File: config.mk
export PLATFORM = sky130hd
export DESIGN_NAME = win_avg_ctrl_flat
export DESIGN_NICKNAME = d
export VERILOG_FILES = /design/src/rtl/win_avg_ctrl_pkg.sv /design/src/rtl/win_avg_ctrl_if.sv /design/src/rtl/win_avg_ctrl_sat_cnt.sv /design/src/rtl/win_avg_ctrl.sv /design/src/flat_wrapper.sv
export SDC_FILE = /design/constraint.sdc
export NUM_CORES = 1
export LEC_CHECK = 0
export ABC_CLOCK_PERIOD_IN_PS = 2300
export CAP_MARGIN = 20
export CORE_AREA = 2 2 425 427
export CTS_CLUSTER_DIAMETER = 200
export DETAILED_ROUTE_END_ITERATION = 8
export DIE_AREA = 0 0 427 429
export DONT_BUFFER_PORTS = 1
export PLACE_DENSITY = 0.3
export SLEW_MARGIN = 20
export SYNTH_ARGS = -nofsm -noshare
export SYNTH_HDL_FRONTEND = slang
export SYNTH_SLANG_ARGS = --single-unit
File: constraint.sdc
create_clock -name aclk -period 2.3 [get_ports aclk]
set_input_delay 0.69 -clock aclk [delete_from_list [all_inputs] [get_ports aclk]]
set_output_delay 0.69 -clock aclk [all_outputs]
set_load 0.01 [all_outputs]
File: src/rtl/win_avg_ctrl_pkg.sv
// ---------------------------------------------------------------------------
// win_avg_pkg
// Shared types and constants for the windowed-averager frame sequencer.
//   state_e : sequencer states (IDLE, ARM, FILL, WAIT)
//   LEN_W   : window-length width
//   DEF_LEN : window length after reset
//   CNT_W   : width of the PS-visible frame/drop counters
// ---------------------------------------------------------------------------
package win_avg_pkg;

    localparam int LEN_W   = 5;
    localparam int DEF_LEN = 8;
    localparam int CNT_W   = 16;

    typedef enum logic [1:0] {
        IDLE = 2'd0,
        ARM  = 2'd1,
        FILL = 2'd2,
        WAIT = 2'd3
    } state_e;

endpackage

File: src/rtl/win_avg_ctrl_if.sv
// ---------------------------------------------------------------------------
// win_avg_ctrl_if
// Datapath bundle between the sample source, the frame sequencer and the
// windowed averager.
//   s_di / s_vi / s_ri            : source stream (data, valid, ready)
//   avg_win_len                   : window length presented to the averager
//   avg_di / avg_vi / avg_ri      : averager input stream
//   avg_vo / avg_ro               : averager result handshake (monitored only)
// master : sequencer side, slave : source/averager environment side.
// ---------------------------------------------------------------------------
interface win_avg_ctrl_if
    import win_avg_pkg::*;
#(
    parameter int STREAMS = 16,
    parameter int BITS    = 32,
    parameter int LW      = win_avg_pkg::LEN_W
);

    logic [BITS*STREAMS-1:0] s_di;
    logic                    s_vi;
    logic                    s_ri;
    logic [LW-1:0]           avg_win_len;
    logic [BITS*STREAMS-1:0] avg_di;
    logic                    avg_vi;
    logic                    avg_ri;
    logic                    avg_vo;
    logic                    avg_ro;

    modport master (
        input  s_di, s_vi, avg_ri, avg_vo, avg_ro,
        output s_ri, avg_win_len, avg_di, avg_vi
    );

    modport slave (
        output s_di, s_vi, avg_ri, avg_vo, avg_ro,
        input  s_ri, avg_win_len, avg_di, avg_vi
    );

endinterface

File: src/rtl/win_avg_ctrl_sat_cnt.sv
// ---------------------------------------------------------------------------
// sat_cnt
// Saturating up-counter: holds at all-ones instead of wrapping.
//   clk   : clock
//   srst  : synchronous active-high reset (to zero)
//   clr_i : synchronous clear (to zero)
//   inc_i : increment request
//   cnt_o : current count
// ---------------------------------------------------------------------------
module sat_cnt #(
    parameter int W = 16
) (
    input  logic         clk,
    input  logic         srst,
    input  logic         clr_i,
    input  logic         inc_i,
    output logic [W-1:0] cnt_o
);

    logic [W-1:0] cnt_q;

    always_ff @(posedge clk) begin
        if (srst || clr_i) begin
            cnt_q <= '0;
        end else if (inc_i && (cnt_q != '1)) begin
            cnt_q <= cnt_q + 1'b1;
        end
    end

    assign cnt_o = cnt_q;

endmodule

File: src/rtl/win_avg_ctrl.sv
// ---------------------------------------------------------------------------
// win_avg_ctrl
// Frame sequencer in front of the windowed averager. Gates source beats into
// fixed-length frames, freezes the averager window length for a whole frame,
// waits for the averager result handshake and reports status.
//   aclk, rst          : clock, synchronous active-high reset
//   cfg_win_len/cfg_we : window-length shadow register write
//   start / run        : single-frame pulse / continuous-mode level
//   bus (master)       : source stream, averager stream and result monitor
//   busy               : sequencer not IDLE
//   frame_done         : one-cycle pulse per completed frame
//   frame_cnt/drop_cnt : saturating completed-frame / discarded-beat counters
//   cfg_err / tmo_err  : sticky zero-length-write / result-timeout flags
// ---------------------------------------------------------------------------
module win_avg_ctrl
    import win_avg_pkg::*;
#(
    parameter int STREAMS = 16,
    parameter int BITS    = 32,
    parameter int LEN_W   = win_avg_pkg::LEN_W,
    parameter int DEF_LEN = win_avg_pkg::DEF_LEN,
    parameter int TMO     = 1024
) (
    input  logic              aclk,
    input  logic              rst,
    input  logic [LEN_W-1:0]  cfg_win_len,
    input  logic              cfg_we,
    input  logic              start,
    input  logic              run,
    win_avg_ctrl_if.master    bus,
    output logic              busy,
    output logic              frame_done,
    output logic [CNT_W-1:0]  frame_cnt,
    output logic [CNT_W-1:0]  drop_cnt,
    output logic              cfg_err,
    output logic              tmo_err
);

    localparam int TMO_W = (TMO > 1) ? $clog2(TMO) : 1;

    state_e             state_q, state_d;
    logic [LEN_W-1:0]   shadow_q;
    logic [LEN_W-1:0]   win_len_q;
    logic [LEN_W-1:0]   beat_cnt_q;
    logic [TMO_W-1:0]   wait_cnt_q;
    logic               frame_done_q;
    logic               cfg_err_q;
    logic               tmo_err_q;

    logic               accept;
    logic               last_beat;
    logic               result_hs;
    logic               timeout;

    assign accept    = (state_q == FILL) && bus.s_vi && bus.avg_ri;
    assign last_beat = accept && (beat_cnt_q == win_len_q - 1'b1);
    assign result_hs = (state_q == WAIT) && bus.avg_vo && bus.avg_ro;
    // A result arriving in the very last wait cycle still wins over the timeout.
    assign timeout   = (state_q == WAIT) && !result_hs &&
                       (wait_cnt_q == TMO_W'(TMO - 1));

    always_comb begin
        state_d = state_q;
        unique case (state_q)
            IDLE:    if (start || run) state_d = ARM;
            ARM:     state_d = FILL;
            FILL:    if (last_beat) state_d = WAIT;
            WAIT: begin
                if (result_hs)    state_d = run ? ARM : IDLE;
                else if (timeout) state_d = IDLE;
            end
            default: state_d = IDLE;
        endcase
    end

    always_ff @(posedge aclk) begin
        if (rst) begin
            state_q      <= IDLE;
            shadow_q     <= LEN_W'(DEF_LEN);
            win_len_q    <= LEN_W'(DEF_LEN);
            beat_cnt_q   <= '0;
            wait_cnt_q   <= '0;
            frame_done_q <= 1'b0;
            cfg_err_q    <= 1'b0;
            tmo_err_q    <= 1'b0;
        end else begin
            state_q      <= state_d;
            frame_done_q <= result_hs;

            if (cfg_we) begin
                if (cfg_win_len != '0) shadow_q  <= cfg_win_len;
                else                   cfg_err_q <= 1'b1;
            end

            // Load the window length on entry to ARM so it is already stable
            // during the ARM cycle; a write landing in ARM only updates the
            // shadow and therefore applies to the following frame.
            if (state_d == ARM) win_len_q <= shadow_q;

            if (state_q == ARM)  beat_cnt_q <= '0;
            else if (accept)     beat_cnt_q <= beat_cnt_q + 1'b1;

            if (last_beat)              wait_cnt_q <= '0;
            else if (state_q == WAIT)   wait_cnt_q <= wait_cnt_q + 1'b1;

            if (timeout) tmo_err_q <= 1'b1;
        end
    end

    // Zero-latency pass-through of each stream lane.
    for (genvar gi = 0; gi < STREAMS; gi++) begin : g_lane
        assign bus.avg_di[gi*BITS +: BITS] = bus.s_di[gi*BITS +: BITS];
    end

    assign bus.avg_win_len = win_len_q;
    assign bus.avg_vi      = (state_q == FILL) && bus.s_vi;
    // IDLE keeps the source drained (beats are dropped); FILL follows the averager.
    assign bus.s_ri        = (state_q == IDLE) || ((state_q == FILL) && bus.avg_ri);

    // Counter 0: completed frames, counter 1: beats discarded in IDLE.
    logic [1:0]       cnt_inc;
    logic [CNT_W-1:0] cnt_val [2];

    assign cnt_inc[0] = result_hs;
    assign cnt_inc[1] = (state_q == IDLE) && bus.s_vi;

    for (genvar gi = 0; gi < 2; gi++) begin : g_cnt
        sat_cnt #(.W(CNT_W)) u_cnt (
            .clk   (aclk),
            .srst  (rst),
            .clr_i (1'b0),
            .inc_i (cnt_inc[gi]),
            .cnt_o (cnt_val[gi])
        );
    end

    assign frame_cnt  = cnt_val[0];
    assign drop_cnt   = cnt_val[1];
    assign busy       = (state_q != IDLE);
    assign frame_done = frame_done_q;
    assign cfg_err    = cfg_err_q;
    assign tmo_err    = tmo_err_q;

endmodule

File: src/flat_wrapper.sv
// flat-port wrapper written by rule: the top's interface ports become plain ports
module win_avg_ctrl_flat import win_avg_pkg::*;
#(
    parameter int STREAMS = 16,
    parameter int BITS    = 32,
    parameter int LEN_W   = win_avg_pkg::LEN_W,
    parameter int DEF_LEN = win_avg_pkg::DEF_LEN,
    parameter int TMO     = 1024
)
  (aclk, rst, cfg_win_len, cfg_we, start, run, busy, frame_done, frame_cnt, drop_cnt, cfg_err, tmo_err, bus_s_di, bus_s_vi, bus_avg_ri, bus_avg_vo, bus_avg_ro, bus_s_ri, bus_avg_win_len, bus_avg_di, bus_avg_vi);
  win_avg_ctrl_if #(.STREAMS(STREAMS), .BITS(BITS), .LW(LEN_W)) bus_i ();
  input  logic aclk;
  input  logic rst;
  input  logic [LEN_W-1:0] cfg_win_len;
  input  logic cfg_we;
  input  logic start;
  input  logic run;
  output logic busy;
  output logic frame_done;
  output logic [CNT_W-1:0] frame_cnt;
  output logic [CNT_W-1:0] drop_cnt;
  output logic cfg_err;
  output logic tmo_err;
  input wire logic [$bits(bus_i.s_di)-1:0] bus_s_di;
  input wire logic [$bits(bus_i.s_vi)-1:0] bus_s_vi;
  input wire logic [$bits(bus_i.avg_ri)-1:0] bus_avg_ri;
  input wire logic [$bits(bus_i.avg_vo)-1:0] bus_avg_vo;
  input wire logic [$bits(bus_i.avg_ro)-1:0] bus_avg_ro;
  output wire logic [$bits(bus_i.s_ri)-1:0] bus_s_ri;
  output wire logic [$bits(bus_i.avg_win_len)-1:0] bus_avg_win_len;
  output wire logic [$bits(bus_i.avg_di)-1:0] bus_avg_di;
  output wire logic [$bits(bus_i.avg_vi)-1:0] bus_avg_vi;
  assign bus_i.s_di = bus_s_di;
  assign bus_i.s_vi = bus_s_vi;
  assign bus_i.avg_ri = bus_avg_ri;
  assign bus_i.avg_vo = bus_avg_vo;
  assign bus_i.avg_ro = bus_avg_ro;
  assign bus_s_ri = bus_i.s_ri;
  assign bus_avg_win_len = bus_i.avg_win_len;
  assign bus_avg_di = bus_i.avg_di;
  assign bus_avg_vi = bus_i.avg_vi;
  win_avg_ctrl #(.STREAMS(STREAMS), .BITS(BITS), .LEN_W(LEN_W), .DEF_LEN(DEF_LEN), .TMO(TMO)) u_core (.aclk(aclk), .rst(rst), .cfg_win_len(cfg_win_len), .cfg_we(cfg_we), .start(start), .run(run), .bus(bus_i), .busy(busy), .frame_done(frame_done), .frame_cnt(frame_cnt), .drop_cnt(drop_cnt), .cfg_err(cfg_err), .tmo_err(tmo_err));
endmodule
==> reports/metrics.cfg <==
[run_status]
outcome=completed

[grt]
grt_max_degree=43
antenna_found_initial=5
overflow=0
grtUsageTotal_pct=6.186
grt_pass1_vias=3639
grt_pass1_wl_um=66450

[yosys]
yosysTopAreaCellShare_pct=57.01
synth_edf_count=0
synth-xor-area-share_pct=6.105
synth_mux_area_share_pct=0.2969
postSynthCellCount=844
ys_async_sr_fraction_pct=0
synth_area_leaders=buf_4 (57%), dfxtp_1 (18%), xor2_1 (4.5%)
yosysMostFrequentCell=buf_4
synth_area_mm2=0.006743
ys_types=50
synthesis.nets=1375
synth_warnings=0
synthAdderAreaFrac_pct=0.9278
avgSynthCellArea_um2=7.989
synth_top_family_by_area=buffers and inverters
synth-seq-cells=62
yosys.area_share.simple_pct=11.34
synth_common_cells=buf_4 (512), dfxtp_1 (62), nor2_1 (55)
synth_largest_area_cell=buf_4
seq_area_frac_synth_pct=18.41
synth_ff_type=dfxtp_1
synth_compound_area_share_pct=4.454

[worst_setup_path]
rrSetupSlack_ns=0.37
critPathCaptureType=primary output
start_kind=flop
required_ns=1.61
crit_path_max_fanout=10
worstSetupPathType=reg2out
arrival_ns=1.43
reg2reg_from=u_core.bus.avg_win_len[0]
reg2reg_to=u_core.bus.avg_win_len[2]
r2r_cells=7

[timing]
post-route-period-util_pct=92.37
worst_slew_pin_slew_ns=0.7180
rsz0062_at_grt=false
fmax_mhz=470.7
min_period_ns=2.125
relSlewSlack_pct=51.63
clock-skew-final_ns=0.01336
hold_viol=0
finalSetupTns_ns=0
maxSlewViolCount=0
whs_ns=0.4192
setup-violations-final=0

[worst_hold_path]
hp-class=in2reg
whs_path_depth=1
min_to=u_core.g_cnt[0].u_cnt.cnt_o[8]
min-delay-start=rst

[layout]
finish.utilization_pct=3.626
final_cells=2736
finalNetCount=906
drive_above_1_share_pct=18.16
area_growth_pct=-4.249

[clock_network]
clock_path_buffers=2
clkTransAtPathRegs_ns=0.07
numCtsBuffers=9
htree_levels=3
clock_latency_ns=0.37
cts.sinks=62
postCtsSetupBuffers=0
cts_tree=yes
cts-root-buf=clkbuf_16

[floorplanning]
start_util_pct=3.787
num_rows=155
die_w_um=427
die_y_um=429
coreArea_mm2=0.1780
boundaryPins=1081
design.die.area_mm2=0.1832

[drt]
vias=3519
drt_iter0_markers=208
first_pass_iters=4
wl_um=58940
wl_per_cell_um=21.54
route.detailed.drc=0
avgViaCountPerCell=1.286
final_antenna_net_count=0

[placement]
dp_cells=2719
portBuffers=0
place_congestion=0.6574
post-dp-hpwl_um=53680

[power]
seqPwrFrac_pct=38.7
switching_share_pct=26.98
vdd_ir_drop_max_mv=0.3459
clkPwrFrac_pct=53.5
p_leak_nw=1.430
p_per_area_mw_per_mm2=452.4
p_int_mw=2.133
power_switching_uw=788.0
p_comb_share_pct=7.8

[run]
cap_viol_max_count=0

==> cells in the final DEF (no fill, tap or decap), types with 2 or more instances in the layout <==
| cell | n |
|---|---|
| a21oi_1 | 9 |
| nand4_1 | 16 |
| ha_1 | 5 |
| a22o_1 | 4 |
| a31oi_1 | 3 |
| xnor2_1 | 12 |
| nand3_1 | 16 |
| nor3_1 | 8 |
| clkinv_2 | 2 |
| inv_1 | 10 |
| buf_4 | 44 |
| nor4_1 | 3 |
| o21ai_0 | 2 |
| dfxtp_1 | 62 |
| bufinv_16 | 2 |
| clkbuf_16 | 9 |
| nand4b_1 | 2 |
| o211ai_1 | 4 |
| nand2_1 | 27 |
| nor2_1 | 55 |
| o21ai_1 | 3 |
| xor2_1 | 35 |
| and3_1 | 5 |
| a22oi_1 | 2 |
| a21boi_0 | 2 |
| and2_1 | 4 |
| and4_1 | 5 |
| mux2i_1 | 2 |
==> cell families (layout without fill, tap and decap cells) <==
kind of cell,after synthesis,in the layout
AOI/OAI and AO/OA,42,42
buffers and inverters,535,71
adders and majority gates,5,5
other,0,1
xor gates and xnor gates,47,47
and+or+nand+nor,151,151
DFF,62,62
muxes,2,2
==> worst max-delay path, stage by stage (launching register included) <==
cell     delay [ns]
dfxtp_1        0.49
nand2_1        0.12
nor2_1         0.16
buf_4          0.18
buf_4          0.13
==> sequential cells by signal (all words and copies together) (netlist names) <==
name,count
u_core.beat_cnt_q,5
u_core.bus.avg_win_len,5
u_core.cfg_err,1
u_core.frame_done,1
u_core.g_cnt.u_cnt.cnt_o,32
u_core.shadow_q,5
u_core.state_q,2
u_core.tmo_err,1
u_core.wait_cnt_q,10
==> power groups by stage <==
stage | combinational (mW) | clock, mW | sequential (mW)
finish | 0.228 | 1.56 | 1.13
global route | 0.260 | 1.70 | 1.13
CTS | 0.248 | 1.67 | 1.13
detailed placement | 0.247 | 0 | 1.15
global placement | 0.249 | 0 | 1.15
floorplan | 1.03 | 0 | 1.14
==> worst max path at each step <==
stage,start,to
after CTS,u_core.state_q[1],bus_s_ri
after floorplan,bus_s_vi,u_core.g_cnt[1].u_cnt.cnt_o[15]
after detailed placement,bus_s_vi,u_core.bus.avg_win_len[2]
after global routing,u_core.state_q[1],bus_avg_vi
final,u_core.state_q[1],bus_avg_vi
after global placement,bus_s_vi,u_core.bus.avg_win_len[4]
==> final cells by class <==
class / count / area (µm²)
Clock inverter: 6 / 86.33
Inverter: 10 / 37.54
Tap cell: 2355 / 2947
Multi-Input combinational cell: 247 / 1563
Timing Repair Buffer: 45 / 350.3
Sequential cell: 62 / 1241
Antenna cell: 1 / 2.502
Fill cell: 21310 / 171600
Clock buffer: 10 / 229.0
==> what timing repair did <==
item                                    in CTS  in global routing
endpoints found under the hold margin        0                  0
hold buffers                                 0                  0
endpoints found under the setup margin       0                  1
resized for setup                            0                  1
==> per-layer routing <==
| layer | up-vias | GRT usage, % | wire length, µm |
|---|---|---|---|
| met3 | 160 | 9.578 | 19460 |
| met1 | 1445 | 4.162 | 13830 |
| met5 | - | 0.5026 | 78 |
| li1 | 1250 | - | - |
| met4 | 4 | 3.867 | 3532 |
| met2 | 660 | 7.786 | 22040 |
==> through the flow <==
step	worst slack (ns)	area, µm²	power, mW
6_report	0.1755	6456	2.921
5_1_grt	0.009703	6456	3.097
4_1_cts	0.01417	6450	3.046
3_3_place_gp	0.1413	6135	1.403
3_5_place_dp	0.1673	6135	1.402
2_1_floorplan	0.4058	6743	2.172
Note: power is estimated with default switching activity, not from simulation.
